$ cat src/rtl/dmem_arb_pkg.sv
// Shared types and lane helpers for the two-port data-memory arbiter.
// Byte lane k sits at word bits [31-8k -: 8]; the half at addr[1]=0 is the upper half.
package dmem_arb_pkg;

    typedef enum logic [1:0] {
        SZ_BYTE = 2'b00,
        SZ_HALF = 2'b01,
        SZ_WORD = 2'b10,
        SZ_RSVD = 2'b11
    } size_e;

    typedef enum logic [1:0] {
        ST_IDLE = 2'b00,
        ST_EXEC = 2'b01,
        ST_RMW  = 2'b10,
        ST_RESP = 2'b11
    } state_e;

    function automatic logic [31:0] lane_extract(input logic [31:0] word,
                                                 input logic [1:0]  off,
                                                 input size_e       size,
                                                 input logic        sgn);
        logic [7:0]  b;
        logic [15:0] h;
        logic [31:0] r;
        case (off)
            2'd0:    b = word[31:24];
            2'd1:    b = word[23:16];
            2'd2:    b = word[15:8];
            default: b = word[7:0];
        endcase
        h = off[1] ? word[15:0] : word[31:16];
        case (size)
            SZ_BYTE: r = {{24{sgn & b[7]}}, b};
            SZ_HALF: r = {{16{sgn & h[15]}}, h};
            default: r = word;
        endcase
        return r;
    endfunction

    function automatic logic [31:0] lane_merge(input logic [31:0] old,
                                               input logic [31:0] wdata,
                                               input logic [1:0]  off,
                                               input size_e       size);
        logic [31:0] r;
        r = old;
        case (size)
            SZ_BYTE: begin
                case (off)
                    2'd0:    r[31:24] = wdata[7:0];
                    2'd1:    r[23:16] = wdata[7:0];
                    2'd2:    r[15:8]  = wdata[7:0];
                    default: r[7:0]   = wdata[7:0];
                endcase
            end
            SZ_HALF: begin
                if (off[1]) r[15:0]  = wdata[15:0];
                else        r[31:16] = wdata[15:0];
            end
            default: r = wdata;
        endcase
        return r;
    endfunction

    function automatic logic is_misaligned(input logic [1:0] off, input size_e size);
        return ((size == SZ_HALF) && off[0]) ||
               (((size == SZ_WORD) || (size == SZ_RSVD)) && (off != 2'b00));
    endfunction

endpackage

$ cat src/rtl/dmem_arbiter_if.sv
// Requester, response and memory-side signals of the two-port data-memory arbiter.
// slave = arbiter side; master = requesters plus the memory model.
interface dmem_arbiter_if #(
    parameter int ADDR_W = 32,
    parameter int DATA_W = 32
);
    logic [1:0]        req_valid;
    logic [1:0]        req_ready;
    logic [1:0]        req_write;
    logic [1:0]        req_size   [2];
    logic [1:0]        req_signed;
    logic [ADDR_W-1:0] req_addr   [2];
    logic [DATA_W-1:0] req_wdata  [2];
    logic [1:0]        resp_valid;
    logic [DATA_W-1:0] resp_rdata [2];
    logic [1:0]        resp_err;
    logic [ADDR_W-1:0] mem_adr;
    logic [DATA_W-1:0] mem_wdata;
    logic              mem_write;
    logic [DATA_W-1:0] mem_rdata;

    modport slave (
        input  req_valid, req_write, req_size, req_signed, req_addr, req_wdata, mem_rdata,
        output req_ready, resp_valid, resp_rdata, resp_err, mem_adr, mem_wdata, mem_write
    );

    modport master (
        output req_valid, req_write, req_size, req_signed, req_addr, req_wdata, mem_rdata,
        input  req_ready, resp_valid, resp_rdata, resp_err, mem_adr, mem_wdata, mem_write
    );
endinterface

$ cat src/rtl/dmem_rr_arbiter.sv
// Two-request round-robin grant; the priority pointer flips to the loser after each grant.
module dmem_rr_arbiter (
    input  logic       clk,
    input  logic       rst,
    input  logic [1:0] valid_i,
    input  logic       enable_i,
    output logic [1:0] grant_o,
    output logic       grant_idx_o
);
    logic prio_q, prio_d;

    always_comb begin
        grant_idx_o = 1'b0;
        if (valid_i[0] && valid_i[1]) grant_idx_o = prio_q;
        else if (valid_i[1])          grant_idx_o = 1'b1;

        grant_o = 2'b00;
        if (enable_i && valid_i[grant_idx_o]) grant_o[grant_idx_o] = 1'b1;

        prio_d = prio_q;
        if (|grant_o) prio_d = ~grant_idx_o;
    end

    always_ff @(posedge clk or posedge rst) begin
        if (rst) prio_q <= 1'b0;
        else     prio_q <= prio_d;
    end
endmodule

$ cat src/rtl/dmem_arbiter.sv
// Shares a single-port word memory between two requesters; sub-word stores become RMW pairs.
// Optional build macro DMEM_ARB_MISALIGN_CHECK_EN turns misaligned halves/words into errors.
module dmem_arbiter
    import dmem_arb_pkg::*;
#(
    parameter int ADDR_W = 32,
    parameter int DATA_W = 32
) (
    input  logic          clk,
    input  logic          rst,
    dmem_arbiter_if.slave bus
);
    state_e            state_q, state_d;
    logic              port_q, write_q, signed_q;
    size_e             size_q;
    logic [ADDR_W-1:0] addr_q;
    logic [DATA_W-1:0] wdata_q, data_q, data_d;
    logic [1:0]        grant;
    logic              grant_idx, accept, subword, misalign;
    logic [1:0]        off;
    logic [ADDR_W-1:0] word_adr;

    dmem_rr_arbiter u_arb (
        .clk        (clk),
        .rst        (rst),
        .valid_i    (bus.req_valid),
        .enable_i   (state_q == ST_IDLE),
        .grant_o    (grant),
        .grant_idx_o(grant_idx)
    );

    assign accept        = |grant;
    assign bus.req_ready = grant;
    assign off           = addr_q[1:0];
    assign word_adr      = {addr_q[ADDR_W-1:2], 2'b00};
    assign subword       = (size_q == SZ_BYTE) || (size_q == SZ_HALF);

`ifdef DMEM_ARB_MISALIGN_CHECK_EN
    logic err_q;
    assign misalign = is_misaligned(off, size_q);

    always_ff @(posedge clk or posedge rst) begin
        if (rst)                     err_q <= 1'b0;
        else if (state_q == ST_EXEC) err_q <= misalign;
    end
`else
    assign misalign = 1'b0;
`endif

    always_ff @(posedge clk or posedge rst) begin
        if (rst) begin
            state_q  <= ST_IDLE;
            port_q   <= 1'b0;
            write_q  <= 1'b0;
            signed_q <= 1'b0;
            size_q   <= SZ_BYTE;
            addr_q   <= '0;
            wdata_q  <= '0;
            data_q   <= '0;
        end else begin
            state_q <= state_d;
            data_q  <= data_d;
            if (accept) begin
                port_q   <= grant_idx;
                write_q  <= bus.req_write[grant_idx];
                signed_q <= bus.req_signed[grant_idx];
                size_q   <= size_e'(bus.req_size[grant_idx]);
                addr_q   <= bus.req_addr[grant_idx];
                wdata_q  <= bus.req_wdata[grant_idx];
            end
        end
    end

    // data_q holds the extracted load value, or the merged word awaiting the RMW write
    always_comb begin
        state_d       = state_q;
        data_d        = data_q;
        bus.mem_write = 1'b0;
        bus.mem_adr   = '0;
        bus.mem_wdata = '0;
        case (state_q)
            ST_IDLE: if (accept) state_d = ST_EXEC;
            ST_EXEC: begin
                bus.mem_adr = word_adr;
                state_d     = ST_RESP;
                if (misalign) begin
                    data_d = '0;
                end else if (!write_q) begin
                    data_d = lane_extract(bus.mem_rdata, off, size_q, signed_q);
                end else if (subword) begin
                    data_d  = lane_merge(bus.mem_rdata, wdata_q, off, size_q);
                    state_d = ST_RMW;
                end else begin
                    bus.mem_write = 1'b1;
                    bus.mem_wdata = wdata_q;
                end
            end
            ST_RMW: begin
                bus.mem_adr   = word_adr;
                bus.mem_write = 1'b1;
                bus.mem_wdata = data_q;
                state_d       = ST_RESP;
            end
            default: state_d = ST_IDLE;
        endcase
    end

    always_comb begin
        for (int p = 0; p < 2; p++) begin
            bus.resp_valid[p] = 1'b0;
            bus.resp_rdata[p] = '0;
            bus.resp_err[p]   = 1'b0;
            if (state_q == ST_RESP && port_q == 1'(p)) begin
                bus.resp_valid[p] = 1'b1;
                if (!write_q) bus.resp_rdata[p] = data_q;
`ifdef DMEM_ARB_MISALIGN_CHECK_EN
                bus.resp_err[p] = err_q;
`endif
            end
        end
    end
endmodule

$ cat src/flat_wrapper.sv
// flat-port wrapper written by rule: the top's interface ports become plain ports
module dmem_arbiter_flat import dmem_arb_pkg::*;
#(
    parameter int ADDR_W = 32,
    parameter int DATA_W = 32
)
  (clk, rst, bus_req_valid, bus_req_write, bus_req_size, bus_req_signed, bus_req_addr, bus_req_wdata, bus_mem_rdata, bus_req_ready, bus_resp_valid, bus_resp_rdata, bus_resp_err, bus_mem_adr, bus_mem_wdata, bus_mem_write);
  dmem_arbiter_if #(.ADDR_W(ADDR_W), .DATA_W(DATA_W)) bus_i ();
  input  logic clk;
  input  logic rst;
  input wire logic [$bits(bus_i.req_valid)-1:0] bus_req_valid;
  input wire logic [$bits(bus_i.req_write)-1:0] bus_req_write;
  input wire logic [$bits(bus_i.req_size)-1:0] bus_req_size;
  input wire logic [$bits(bus_i.req_signed)-1:0] bus_req_signed;
  input wire logic [$bits(bus_i.req_addr)-1:0] bus_req_addr;
  input wire logic [$bits(bus_i.req_wdata)-1:0] bus_req_wdata;
  input wire logic [$bits(bus_i.mem_rdata)-1:0] bus_mem_rdata;
  output wire logic [$bits(bus_i.req_ready)-1:0] bus_req_ready;
  output wire logic [$bits(bus_i.resp_valid)-1:0] bus_resp_valid;
  output wire logic [$bits(bus_i.resp_rdata)-1:0] bus_resp_rdata;
  output wire logic [$bits(bus_i.resp_err)-1:0] bus_resp_err;
  output wire logic [$bits(bus_i.mem_adr)-1:0] bus_mem_adr;
  output wire logic [$bits(bus_i.mem_wdata)-1:0] bus_mem_wdata;
  output wire logic [$bits(bus_i.mem_write)-1:0] bus_mem_write;
  assign bus_i.req_valid = bus_req_valid;
  assign bus_i.req_write = bus_req_write;
  assign bus_i.req_size = {>>{bus_req_size}};
  assign bus_i.req_signed = bus_req_signed;
  assign bus_i.req_addr = {>>{bus_req_addr}};
  assign bus_i.req_wdata = {>>{bus_req_wdata}};
  assign bus_i.mem_rdata = bus_mem_rdata;
  assign bus_req_ready = bus_i.req_ready;
  assign bus_resp_valid = bus_i.resp_valid;
  assign bus_resp_rdata = {>>{bus_i.resp_rdata}};
  assign bus_resp_err = bus_i.resp_err;
  assign bus_mem_adr = bus_i.mem_adr;
  assign bus_mem_wdata = bus_i.mem_wdata;
  assign bus_mem_write = bus_i.mem_write;
  dmem_arbiter #(.ADDR_W(ADDR_W), .DATA_W(DATA_W)) u_core (.clk(clk), .rst(rst), .bus(bus_i));
endmodule
$ cat config.mk
export PLATFORM = sky130hd
export DESIGN_NAME = dmem_arbiter_flat
export DESIGN_NICKNAME = d
export VERILOG_FILES = /design/src/rtl/dmem_arb_pkg.sv /design/src/rtl/dmem_arbiter_if.sv /design/src/rtl/dmem_rr_arbiter.sv /design/src/rtl/dmem_arbiter.sv /design/src/flat_wrapper.sv
export SDC_FILE = /design/constraint.sdc
export NUM_CORES = 1
export LEC_CHECK = 0
export CAP_MARGIN = 20
export CORE_UTILIZATION = 46
export CTS_CLUSTER_SIZE = 16
export DETAILED_ROUTE_END_ITERATION = 10
export PLACE_DENSITY = 0.85
export SETUP_SLACK_MARGIN = 0.05
export SLEW_MARGIN = 30
export SYNTH_ARGS = -nofsm -noshare
export SYNTH_HDL_FRONTEND = slang
export SYNTH_SLANG_ARGS = --single-unit
$ cat constraint.sdc
create_clock -name clk -period 6.7 [get_ports clk]
set_input_delay 0.67 -clock clk [delete_from_list [all_inputs] [get_ports clk]]
set_output_delay 0.67 -clock clk [all_outputs]
set_load 0.01 [all_outputs]
==> summary.md <==
| Metric | Value |
|---|---|
| Status | `finished with violations` |
| Failing checks | `design-rule violations` |
| Worst endpoint data arrival time | `2.89 ns` |
| CP endpoint | `bus_req_ready[1]` |
| Die Area | `15300 sq um` |
| Worst setup SP type | `input pin` |
| Worst path top cell family by delay | `buffers and inverters` |
| Number of cells on the critical path | `5` |
| Reg2reg path depth | `5` |
| Slew HR | `42.3%` |
| GP Congestion | `0.883` |
| Placed cells | `1146` |
| Crit Path Max Fanout | `71` |
| Share of the synthesized area in the top cell type | `38.2%` |
| Die X | `124 microns` |
| Reg power frac | `29.1%` |
| Fmax | `281 MHz` |
| HP Class | `flop to flop` |
| Core Area | `14500 sq um` |
| Diodes inserted | `0` |
| Final HPWL DP | `17100 microns` |
| Psw | `1.92 mW` |
| Final worst path period share | `53.1%` |
| CP Data Required Time | `6.03 ns` |
| Setup Buffers After CTS | `0` |
| Clk sinks | `104` |
| Final worst slack | `3.14 ns` |
| Most common cell on crit path | `clkdlybuf4s50_1` |
| Main synth FF type | `dfrtp_1` |
| TritonCTS clock tree | `built` |
| P&R area growth vs syn | `49.4%` |
| Synth Register Bits | `104` |
| Cells after synthesis | `716` |
| DR vias | `7000` |
| Clock transition at path regs | `0.07 ns` |
| Leak | `4.26 nW` |
| Fill cell count | `1158` |
| Reg area | `2600 sq um` |
| Top-count cell post-synth | `and2_1` |
| Final slew viol count | `0` |
| Largest net degree at the start of global routing | `72` |
| Post-synthesis cell area | `6810 sq um` |
| CTS hold repair buffers | `0` |
| Wire per inst | `20.7 microns` |
| Num CTS Buffers | `9` |
| R2R Setup Slk | `4.34 ns` |
| Synth top area cells | `dfrtp_1 (38%), and2_1 (10%), a222oi_1 (10%)` |
| Cell Area, Placed | `9890 sq um` |
| DRT iter0 DRCs | `692` |
| R2R Path End | `u_core.data_q[30]` |
| Worst Setup SP | `bus_req_valid[1]` |
| Multi-input gate area | `3660 sq um` |
| Combinational fraction of design power | `59.5%` |
| Share of cells above drive strength 1 | `7.36%` |
| Place WS | `3.17 ns` |
| Top post-synthesis cells by count | `and2_1 (111), dfrtp_1 (104), inv_1 (80)` |
| RSZ-0062 raised after global routing | `false` |
| Setup Skew | `0.00808 ns` |
| Via density per instance | `6.02` |
| Tot GR Track Use | `31.3%` |
| Yosys warns | `0` |
| Seq/Total Area, Yosys | `38.2%` |
| Port bufs | `302` |
| Largest area contributor in the netlist | `dfrtp_1` |
| Netlist cell types | `56` |
| Number of routed nets with antenna violations | `0` |
| CTS HTree Levels | `3` |
| Remaining DRCs | `18` |
| Least-Margin Pin Slew | `0.863 ns` |
| Final hold vios | `0` |
| GRT Residual Overflow | `0` |
| First-pass GRT wire length | `36000 microns` |
| Crit-path cells | `clkdlybuf4s50_1 > nand2_1 > a21oi_4 > buf_4 > clkdlybuf4s50_1` |
| Clock root buffer | `clkbuf_16` |
| Max-Cap Viols | `0` |
| # resized after CTS | `0` |
| Die height | `124 microns` |
| Initial antenna violation count | `0` |
| Internal cell power | `2.58 mW` |
| Setup CP Type | `input pin to output pin` |
| Largest stage delay, worst path | `0.67 ns` |
| Drt total wl | `24000 microns` |
| Number of flops mapped to enable cells by yosys | `0` |
| Nets@finish | `1149` |
| Worst IR Drop VDD | `254 uV` |
| Buffer depth of the longest clock path | `2` |
| Clock latency on the worst-skew pair | `0.35 ns` |
| Mean post-synth cell area | `9.51 sq um` |
| Design area | `10200 sq um` |
| Drt pass-1 iters | `11` |
| Crit. End Element | `output pin` |
| Clock share of power | `11.5%` |
| Setup TNS | `0 ns` |
| Non-Filler Instances | `1162` |
| Crit path time final | `3.56 ns` |
| I/O pins | `307` |
| Row cnt | `44` |
| Number of global-route vias before repair | `6427` |
| Starting density of the core | `47.0%` |
| RR Startpoint | `u_core.state_q[1]` |
| Final setup vio count | `0` |
| Sw Ratio | `42.7%` |
| Slowest-stage cell, CP | `clkdlybuf4s50_1` |
| Buf/Inv on CP | `3` |
| Ys async rst share | `100%` |
| Power per standard cell area | `442 nW/um^2` |
## cells in the final DEF, fill, tap and decap left out, types with 2 or more instances in the layout
| master | count |
|---|---|
| a211oi_1 | 3 |
| a21oi_1 | 22 |
| a21oi_4 | 2 |
| a221o_1 | 13 |
| a221oi_1 | 2 |
| a222oi_1 | 68 |
| a22o_1 | 9 |
| a22oi_1 | 45 |
| a311oi_2 | 8 |
| and2_1 | 111 |
| buf_4 | 10 |
| clkbuf_16 | 9 |
| clkdlybuf4s50_1 | 302 |
| conb_1 | 4 |
| dfrtp_1 | 104 |
| ha_1 | 3 |
| inv_1 | 79 |
| inv_6 | 3 |
| mux2_2 | 16 |
| mux2i_1 | 16 |
| nand2_1 | 17 |
| nand2b_1 | 4 |
| nor2_1 | 15 |
| nor2_2 | 2 |
| nor2b_1 | 33 |
| nor2b_4 | 2 |
| nor3_1 | 2 |
| nor3b_1 | 2 |
| o21a_1 | 2 |
| o21ai_0 | 13 |
| o21ai_1 | 6 |
| o221a_1 | 10 |
| o221a_2 | 6 |
| o221ai_1 | 5 |
## state kept, by name (all words and copies together) (netlist names)
signal	flops
u_core.u_arb.prio_q	1
u_core.wdata_q	32
u_core.port_q	1
u_core.addr_q	32
u_core.write_q	1
u_core.signed_q	1
u_core.size_q	2
u_core.data_q	32
u_core.state_q	2
## through the flow
stage / util [%] / power (mW) / hold WS, ns
final: 70.3 / 4.50 / 0.507
after global routing: 70.3 / 4.79 / 0.526
after global placement: 68.2 / 3.89 / 0.475
after detailed placement: 68.3 / 3.97 / 0.490
after CTS: 70.3 / 4.50 / 0.509
after floorplan: - / 2.87 / 0.465
## final cells by class
type / instances / share of cell area (%)
Inverter: 80 / 2.98
Sequential cell: 104 / 25.6
Tap cell: 184 / 2.26
Timing Repair Buffer: 312 / 30.4
Clock inverter: 6 / 0.467
Clock buffer: 10 / 2.35
Multi-Input combinational cell: 466 / 35.9
## worst min-delay path, cell delays in order, from the launching register on
cell	delay, ns
dfrtp_1	0.34
a222oi_1	0.09
inv_1	0.05
## routing by layer
layer	GRT usage (%)	share of wire [%]
met4	11.5	3.0
met1	38.1	37
met5	0	0
met3	6.32	9.0
met2	54.4	51
## kinds of logic after synthesis
logic type | after synthesis | synth area share (%)
buffers and inverters | 149 | 9.18
AO/OA/AOI/OAI | 225 | 28.8
flip-flops | 104 | 38.2
other | 1 | 0.0551
AND/OR/NAND/NOR | 200 | 17.8
multiplexers | 33 | 5.22
adder cells (fa/ha/maj) | 4 | 0.735
## worst min-delay path by stage
stage | start | end | slack [ns] | cells after the start
CTS | u_core.addr_q[11] | u_core.addr_q[11] | 0.51 | 2
detailed placement | u_core.addr_q[28] | u_core.addr_q[28] | 0.49 | 2
global route | u_core.wdata_q[23] | u_core.wdata_q[23] | 0.53 | 2
global placement | u_core.port_q | u_core.port_q | 0.48 | 1
floorplan | u_core.port_q | u_core.port_q | 0.46 | 1
finish | u_core.addr_q[11] | u_core.addr_q[11] | 0.51 | 2
## power by group through the flow
| stage | Sequential (mW) | Clock (mW) | Combinational [mW] |
|---|---|---|---|
| final | 1.31 | 0.516 | 2.68 |
| after global routing | 1.33 | 0.552 | 2.91 |
| after CTS | 1.29 | 0.526 | 2.68 |
| after detailed placement | 1.30 | 0 | 2.67 |
| after global placement | 1.29 | 0 | 2.61 |
| after floorplan | 1.13 | 0 | 1.74 |
Power figures use the tool's default switching activity.
